[src/rtl/mil1553_word_rx_ctrl.sv]
// MIL-STD-1553 word receive controller.
// Clears the external prefix receiver, forwards it the sync and first data bit
// half-bits, takes its verdict, then Manchester-decodes the remaining 15 data
// bits plus the parity bit locally and reports one word or one error pulse.
module mil1553_word_rx_ctrl #(
   parameter int TIMEOUT_CYCLES = 64
) (
   input  logic        i_clk,
   input  logic        i_reset,
   input  logic        i_enable,
   input  logic        i_rx_in,
   input  logic        i_rx_valid,
   output logic        o_pfx_rx_in,
   output logic        o_pfx_rx_valid,
   output logic        o_pfx_clear,
   input  logic        i_pfx_busy,
   input  logic        i_pfx_done,
   input  logic        i_pfx_fail,
   input  logic        i_pfx_word_type,
   input  logic        i_pfx_data_bit,
   output logic        o_busy,
   output logic [15:0] o_word,
   output logic        o_word_type,
   output logic        o_word_valid,
   output logic        o_err_sync,
   output logic        o_err_manchester,
   output logic        o_err_parity,
   output logic        o_err_timeout
);

   localparam int TMO_W = $clog2(TIMEOUT_CYCLES + 1);
   localparam logic [TMO_W-1:0] TMO_LAST = TMO_W'(TIMEOUT_CYCLES - 1);
   localparam logic [TMO_W-1:0] TMO_ONE  = TMO_W'(1);
   localparam logic [TMO_W-1:0] TMO_ZERO = TMO_W'(0);

   typedef enum logic [1:0] {
      ST_IDLE   = 2'd0,
      ST_CLEAR  = 2'd1,
      ST_PREFIX = 2'd2,
      ST_DATA   = 2'd3
   } state_t;

   // Odd parity holds when the data bits and the parity bit XOR to one.
   function automatic logic parity_odd_ok(input logic [15:0] word, input logic par);
      parity_odd_ok = (^word) ^ par;
   endfunction

   state_t           state_q, state_d;
   logic             seen_q, seen_d;          // a half-bit was forwarded in PREFIX
   logic [TMO_W-1:0] tmo_q, tmo_d;            // idle cycles since last accepted half-bit
   logic [4:0]       hcnt_q, hcnt_d;          // DATA half-bit index; bit 0 = second half
   logic             first_q, first_d;        // first half of the current pair
   logic [15:0]      shreg_q, shreg_d;
   logic             type_q, type_d;
   logic [15:0]      word_q, word_d;
   logic             word_type_q, word_type_d;
   logic             valid_q, valid_d;
   logic             esync_q, esync_d;
   logic             eman_q, eman_d;
   logic             epar_q, epar_d;
   logic             etmo_q, etmo_d;
   logic             busy_q, busy_d;
   logic             clear_q, clear_d;
   logic [TMO_W-1:0] tmo_inc_s;
   logic             tmo_exp_s;
   logic             unused_s;

   // The prefix receiver's busy flag is informational; sequencing keys off done.
   assign unused_s = i_pfx_busy;

   assign tmo_inc_s = tmo_q + TMO_ONE;
   assign tmo_exp_s = (tmo_q == TMO_LAST);

   // Half-bits reach the prefix receiver only while it still wants them.
   assign o_pfx_rx_in    = i_rx_in;
   assign o_pfx_rx_valid = i_rx_valid && (state_q == ST_PREFIX) && !i_pfx_done;

   // Next-state, datapath and pulse decode; disable forces IDLE with no pulses.
   always_comb begin
      state_d     = state_q;
      seen_d      = seen_q;
      tmo_d       = tmo_q;
      hcnt_d      = hcnt_q;
      first_d     = first_q;
      shreg_d     = shreg_q;
      type_d      = type_q;
      word_d      = word_q;
      word_type_d = word_type_q;
      valid_d     = 1'b0;
      esync_d     = 1'b0;
      eman_d      = 1'b0;
      epar_d      = 1'b0;
      etmo_d      = 1'b0;
      if (!i_enable) begin
         state_d = ST_IDLE;
      end else begin
         case (state_q)
            ST_IDLE: begin
               state_d = ST_CLEAR;
            end
            ST_CLEAR: begin
               state_d = ST_PREFIX;
               seen_d  = 1'b0;
               tmo_d   = TMO_ZERO;
               hcnt_d  = 5'd0;
            end
            ST_PREFIX: begin
               if (i_pfx_done) begin
                  if (i_pfx_fail) begin
                     esync_d = 1'b1;
                     state_d = ST_CLEAR;
                  end else begin
                     type_d  = i_pfx_word_type;
                     shreg_d = {15'd0, i_pfx_data_bit};
                     state_d = ST_DATA;
                     // A half-bit arriving with done is already the first DATA half.
                     if (i_rx_valid) begin
                        first_d = i_rx_in;
                        hcnt_d  = 5'd1;
                        tmo_d   = TMO_ZERO;
                     end else begin
                        hcnt_d  = 5'd0;
                        tmo_d   = tmo_exp_s ? tmo_q : tmo_inc_s;
                     end
                  end
               end else if (i_rx_valid) begin
                  seen_d = 1'b1;
                  tmo_d  = TMO_ZERO;
               end else if (seen_q) begin
                  if (tmo_exp_s) begin
                     etmo_d  = 1'b1;
                     state_d = ST_CLEAR;
                  end else begin
                     tmo_d = tmo_inc_s;
                  end
               end else begin
                  tmo_d = TMO_ZERO;
               end
            end
            ST_DATA: begin
               if (i_rx_valid) begin
                  tmo_d = TMO_ZERO;
                  if (!hcnt_q[0]) begin
                     first_d = i_rx_in;
                     hcnt_d  = hcnt_q + 5'd1;
                  end else if (first_q == i_rx_in) begin
                     eman_d  = 1'b1;
                     state_d = ST_CLEAR;
                  end else if (hcnt_q == 5'd31) begin
                     // Final pair carries parity; the word is complete.
                     word_d      = shreg_q;
                     word_type_d = type_q;
                     if (parity_odd_ok(shreg_q, first_q)) begin
                        valid_d = 1'b1;
                     end else begin
                        epar_d = 1'b1;
                     end
                     state_d = ST_CLEAR;
                  end else begin
                     shreg_d = {shreg_q[14:0], first_q};
                     hcnt_d  = hcnt_q + 5'd1;
                  end
               end else if (tmo_exp_s) begin
                  etmo_d  = 1'b1;
                  state_d = ST_CLEAR;
               end else begin
                  tmo_d = tmo_inc_s;
               end
            end
            default: begin
               state_d = ST_IDLE;
            end
         endcase
      end
      busy_d  = (state_d == ST_DATA) || ((state_d == ST_PREFIX) && seen_d);
      clear_d = (state_d == ST_IDLE) || (state_d == ST_CLEAR);
   end

   // State and output registers with synchronous reset.
   always_ff @(posedge i_clk) begin
      if (i_reset) begin
         state_q     <= ST_IDLE;
         seen_q      <= 1'b0;
         tmo_q       <= TMO_ZERO;
         hcnt_q      <= 5'd0;
         first_q     <= 1'b0;
         shreg_q     <= 16'd0;
         type_q      <= 1'b0;
         word_q      <= 16'd0;
         word_type_q <= 1'b0;
         valid_q     <= 1'b0;
         esync_q     <= 1'b0;
         eman_q      <= 1'b0;
         epar_q      <= 1'b0;
         etmo_q      <= 1'b0;
         busy_q      <= 1'b0;
         clear_q     <= 1'b1;
      end else begin
         state_q     <= state_d;
         seen_q      <= seen_d;
         tmo_q       <= tmo_d;
         hcnt_q      <= hcnt_d;
         first_q     <= first_d;
         shreg_q     <= shreg_d;
         type_q      <= type_d;
         word_q      <= word_d;
         word_type_q <= word_type_d;
         valid_q     <= valid_d;
         esync_q     <= esync_d;
         eman_q      <= eman_d;
         epar_q      <= epar_d;
         etmo_q      <= etmo_d;
         busy_q      <= busy_d;
         clear_q     <= clear_d;
      end
   end

   assign o_busy           = busy_q;
   assign o_pfx_clear      = clear_q;
   assign o_word           = word_q;
   assign o_word_type      = word_type_q;
   assign o_word_valid     = valid_q;
   assign o_err_sync       = esync_q;
   assign o_err_manchester = eman_q;
   assign o_err_parity     = epar_q;
   assign o_err_timeout    = etmo_q;

endmodule
[config.mk]
export PLATFORM = sky130hd
export DESIGN_NAME = mil1553_word_rx_ctrl
export DESIGN_NICKNAME = d
export VERILOG_FILES = /design/src/rtl/mil1553_word_rx_ctrl.sv
export SDC_FILE = /design/constraint.sdc
export NUM_CORES = 1
export LEC_CHECK = 0
export BUFFER_PORTS_ARGS = -buffer_cell sky130_fd_sc_hd__buf_2
export CAP_MARGIN = 40
export CORE_MARGIN = 2
export CORE_UTILIZATION = 51
export DETAILED_ROUTE_END_ITERATION = 16
export PLACE_DENSITY = 0.75
export SETUP_SLACK_MARGIN = 0.2
export SLEW_MARGIN = 20
export SYNTH_ARGS = -nofsm -noshare
export SYNTH_HDL_FRONTEND = slang
export SYNTH_SLANG_ARGS = --single-unit
export TNS_END_PERCENT = 30
[constraint.sdc]
create_clock -name i_clk -period 1.7 [get_ports i_clk]
set_input_delay 0.34 -clock i_clk [delete_from_list [all_inputs] [get_ports i_clk]]
set_output_delay 0.34 -clock i_clk [all_outputs]
set_load 0.005 [all_outputs]
---- Yosys cells after proc, flatten, opt, wreduce, memory -nomap -nowiden ----
Index checks and enable logic that the tools add are counted.
word-level totals
  flip-flop bits (word level) ............. 57
  output and inout port bits .............. 26
  word-level logic and storage cells ...... 124
cells by class
  add/sub/neg operators ................... 2
  eq/ne operators ......................... 20
  multiplexer cells ....................... 53
  bitwise gates (word level) .............. 10
  reductions and logical operators ........ 22
operators by type and width
  operator             count
  $mux 16              6
  $mux 7               6
  $pmux 16 s2          1
  $mux 5               6
  $pmux 7 s3           1
  $mux 2               10
  $mux 1               18
  $ne 2x2->1 const B   8
  $reduce_xor 16->1    1
  $pmux 5 s3           1
  $reduce_and 7->1     2
  $ne 3x3->1 const B   3
  $not 1->1            9
  $eq 2x2->1 const B   4
  $pmux 2 s4           1
  $reduce_and 8->1     1
  $add 7x1->7 const B  1
  $eq 7x6->1 const B   1
  $reduce_or 7->1      1
  $pmux 1 s2           3
  $reduce_and 6->1     1
  $add 5x1->5 const B  1
  $eq 5x5->1 const B   1
  $reduce_and 5->1     1
  other kinds (14)     19

---- Logic depth before layout (Yosys ltp) ----
  depth after elaboration ................. 10
  depth in mapped cells ................... 9
  mapped depth without buffers ............ 7

---- Worst setup path before layout ----
OpenSTA, ideal clock, no wires.
  path kind ............................... reg-to-reg
  start ................................... register hcnt_q[0]
  end ..................................... register hcnt_q[3]
  library setup time ...................... 0.079 ns
  arrival time ............................ 1.748 ns
  data required time ...................... 1.621 ns
  setup slack ............................. -0.127 ns
  stages on the path, launching flop included .. 8
  path buffers ............................ 0
  clock period less this slack ............ 1.827 ns
  path through ............................ dfxtp_1 ha_1 and3_1 ha_1 nand2b_2 a2111oi_4 xnor2_1 a211oi_2
between the ends
  word-level cells in the longest chain between the ends .. 6
  elaborated cells on any way between the ends .. 10
RTL lines
  element                 RTL line  text
  from (decl)             51        logic [4:0] hcnt_q, hcnt_d;
  from (signal assigned)  202       hcnt_q <= hcnt_d;
  $add 5x1->5             145, 161
  $mux 5                  149       end else if (hcnt_q == 5'd31) begin
  $mux 5                  146       end else if (first_q == i_rx_in) begin
  $mux 5                  143       if (!hcnt_q[0]) begin
  $mux 5                  141       if (i_rx_valid) begin
  $pmux 5 s3              97        case (state_q)
Several ways; a longest one is shown, not always the timed one. The select of a mux whose other input is x is not followed.
A chain may end at the register's enable or synchronous reset.

---- Final worst setup path ----
  start ................................... register state_q[1]
  end ..................................... register hcnt_q[3]
between the ends
  word-level cells in the longest chain between the ends .. 3
  elaborated cells on any way between the ends .. 11
RTL lines
  element                                             RTL line  text
  from (decl)                                         48        state_t state_q, state_d;
  from (signal assigned)                              199       state_q <= state_d;
  $eq 2x2->1 / $eq 2x1->1 (equally long branches)     97
  $ne 3x3->1 (no line), or another cell as far along  --
  $reduce_and 7->1 (no line)                          --
Several ways; a longest one is shown, not always the timed one.

==> flow_summary.ini <==
[outcome]
status = complete, but fails checks
violations = negative setup slack

[routing]
dr_wl_met2_microns = 2908
totalWireLength_microns = 5988
drc = 0
drtIter0Drc = 123
wl_met3_microns = 292
avgRoutedWirePerCell_microns = 13.64
post_drt_via_cell_ratio = 5.371
wl_met1_microns = 2633
detail-route-antenna-nets = 0
dr.pass1.iters = 4
vias = 2358
top_layer = met4

[synth]
synth_cell_types = 50
yosysMostFrequentCell = dfxtp_1
synthArstFlopShare_pct = 0
syn_area_sq_um = 2614
syn_inst = 301
synth_top_cell_by_area = dfxtp_1
ys_seq_area_share_pct = 43.66
synth_edf_count = 0
synth_fp_nets = 318
ys.flop_type = dfxtp_1
synth_area_leaders = dfxtp_1 (44%), nand2_1 (5.7%), a21oi_1 (5.2%)
synth_area_per_cell_sq_um = 8.684
yosysWarnings = 0
synth_seq_cells = 57
synth.top_cell.area_share_pct = 43.66
synth_common_cells = dfxtp_1 (57), nand2_1 (40), nor2_1 (32)

[place]
place_area_sq_um = 3198
port_buffers = 34
place_ws_ns = -0.2169
dp_hpwl_microns = 3887
placed_cells = 417
gp_congestion = 0.8342

[job]
maxCapViolCount = 0

[critical_path]
rr_endpoint = hcnt_q[3]
critPathMaxFanout = 3
critPathSlowestCell = dfxtp_4
ff2ff_path_depth = 9
cpPeakStageDelay_ns = 0.36
cp.required_ns = 1.91
crit_arrival_ns = 1.99
critPathLaunchType = flip-flop
r2r_start = state_q[1]
rrSetupSlack_ns = -0.08
path_class = reg2reg
end_kind = flip-flop
path_cells = buf_6 > inv_4 > ha_4 > mux2_4 > o211ai_1 > buf_4 > a2111oi_4 > xnor2_1 > a211oi_2

[final_layout]
areaGrowthSynthToFinish_pct = 36.76
num-nets-final = 381
drive_above_1_share_pct = 36.59
num_antenna_cells = 0
fin_cells = 439
final_area_sq_um = 3575

[cts]
hold_buffers = 0
cts_sinks = 57
clkTransAtPathRegs_ns = 0.07
htree_num_levels = 3
numCtsBuffers = 9
root_buffer = clkbuf_8
cts_tree = built
clk_latency_ns = 0.34
clockBufferDepth = 2

[floorplanning]
rows = 26
io_pins = 36
die_h_microns = 75.59
fp.dieW_microns = 75.59
dieArea_sq_um = 5714
coreArea_sq_um = 5010
start_util_pct = 52.17

[global_routing]
grt_overflow = 0
grtUsageTotal_pct = 22.71
grt_pass1_wl_microns = 9666
grt_max_degree = 51
grt_pass1_vias = 2211
antenna_found_initial = 0

[pwr]
p_total_w = 0.002792
vdd.ir_drop.worst_mv = 0.5494
p_leak_nw = 1.386
p_per_area_nw_per_um2 = 781.1

[sta]
relSlewSlack_pct = 65.14
worst_pin_slew_ns = 0.5229
finClkSkew_ns = 0.006187
setup_slack_ns = -0.08292
slew_violations = 0
period_needed_ns = 1.783
period_share_pct = 104.9
setup_viol = 3
fmax_mhz = 560.9
rsz0062_at_grt = yes
whs_ns = 0.2425
final_hold_viol_count = 0

[min_path]
whs_path_depth = 3
hold_end = type_q
hold_class = in2reg
hold_path.startpoint = i_pfx_word_type
final cells by class:
type / count / area (sq um)
multi-input cells: 215 / 1585
fillers: 388 / 1435
flip-flops and latches: 57 / 1152
repair buffers: 70 / 500.5
clock buffers: 13 / 178.9
well taps: 70 / 87.58
inverters: 11 / 48.80
clock inverters: 3 / 21.27
sequential cells by signal, indices dropped and copies added (netlist names):
signal            flops
o_word               16
shreg_q              16
tmo_q                 7
hcnt_q                5
state_q               2
first_q               1
o_busy                1
o_err_manchester      1
o_err_parity          1
o_err_sync            1
o_err_timeout         1
o_pfx_clear           1
o_word_type           1
o_word_valid          1
seen_q                1
type_q                1
worst max path at each step:
stage,from,end,depth (start not counted)
2_1_floorplan,hcnt_q[1],hcnt_q[3],7
3_3_place_gp,state_q[1],o_word[7],6
3_5_place_dp,state_q[0],o_word[9],6
4_1_cts,state_q[0],o_pfx_rx_valid,7
5_1_grt,state_q[1],hcnt_q[4],8
6_report,state_q[1],hcnt_q[3],9
critical path: cells and delay by family, from the launching register on:
kind / cells / cell delay, ns
AOI/OAI and AO/OA: 3 / 0.38
DFF: 1 / 0.36
adders and majority gates: 1 / 0.26
muxes: 1 / 0.14
buffers and inverters: 3 / 0.34
xor gates and xnor gates: 1 / 0.17
placed cells by master, fill, tap and decap left out, types with 4 or more instances in the layout:
master    count
dfxtp_1      52
inv_4         4
nand2_1      40
a21oi_1      26
buf_2        34
nor2_1       30
mux2i_1       5
ha_4          6
a31oi_1       5
buf_6         6
nand3_1       4
buf_4        27
a22oi_2      11
xnor2_1      12
clkbuf_8     13
inv_1         7
nor3_1        8
a22oi_1       5
metrics by stage:
| step | setup TNS (ns) | util [%] |
|---|---|---|
| 6_report | -0.2010 | 71.35 |
| 5_1_grt | -2.033 | 71.35 |
| 4_1_cts | -0.7511 | 69.21 |
| 3_5_place_dp | -4.569 | 63.84 |
| 3_3_place_gp | -2.586 | 63.84 |
| 2_1_floorplan | 0 | - |
power breakdown:
group	total, W	internal (W)	leakage [nW]	switching [W]
Clock	0.00125	0.000689	0.0982	0.000557
Combinational	0.000198	0.0000864	0.826	0.000112
Sequential	0.00135	0.00134	0.462	0.00000717
Total	0.00279	0.00212	1.39	0.000676
routing by layer:
metal | up-vias | GRT usage, %
li1 | 1183 | -
met1 | 1104 | 26.82
met2 | 55 | 36.33
met3 | 16 | 7.143
met4 | 0 | 13.26
met5 | - | 0
kinds of logic (layout without fill, tap and decap cells):
family | after synthesis | count (layout) | synth area share [%]
buffers and inverters | 29 | 97 | 4.691
XOR/XNOR | 18 | 18 | 6.846
flip-flops | 57 | 57 | 43.66
adder cells (fa/ha/maj) | 7 | 7 | 3.351
AND/OR/NAND/NOR | 110 | 110 | 19.58
AO/OA/AOI/OAI | 73 | 73 | 19.10
multiplexers | 7 | 7 | 2.776
what timing repair did:
item | CTS | global route
pin swaps | 11 | 14
buffers inserted | 4 | 2
setup endpoints to repair | 53 | 53
endpoints found under the hold margin | 0 | 0
gates resized for setup | 13 | 21
Power figures use the tool's default switching activity.
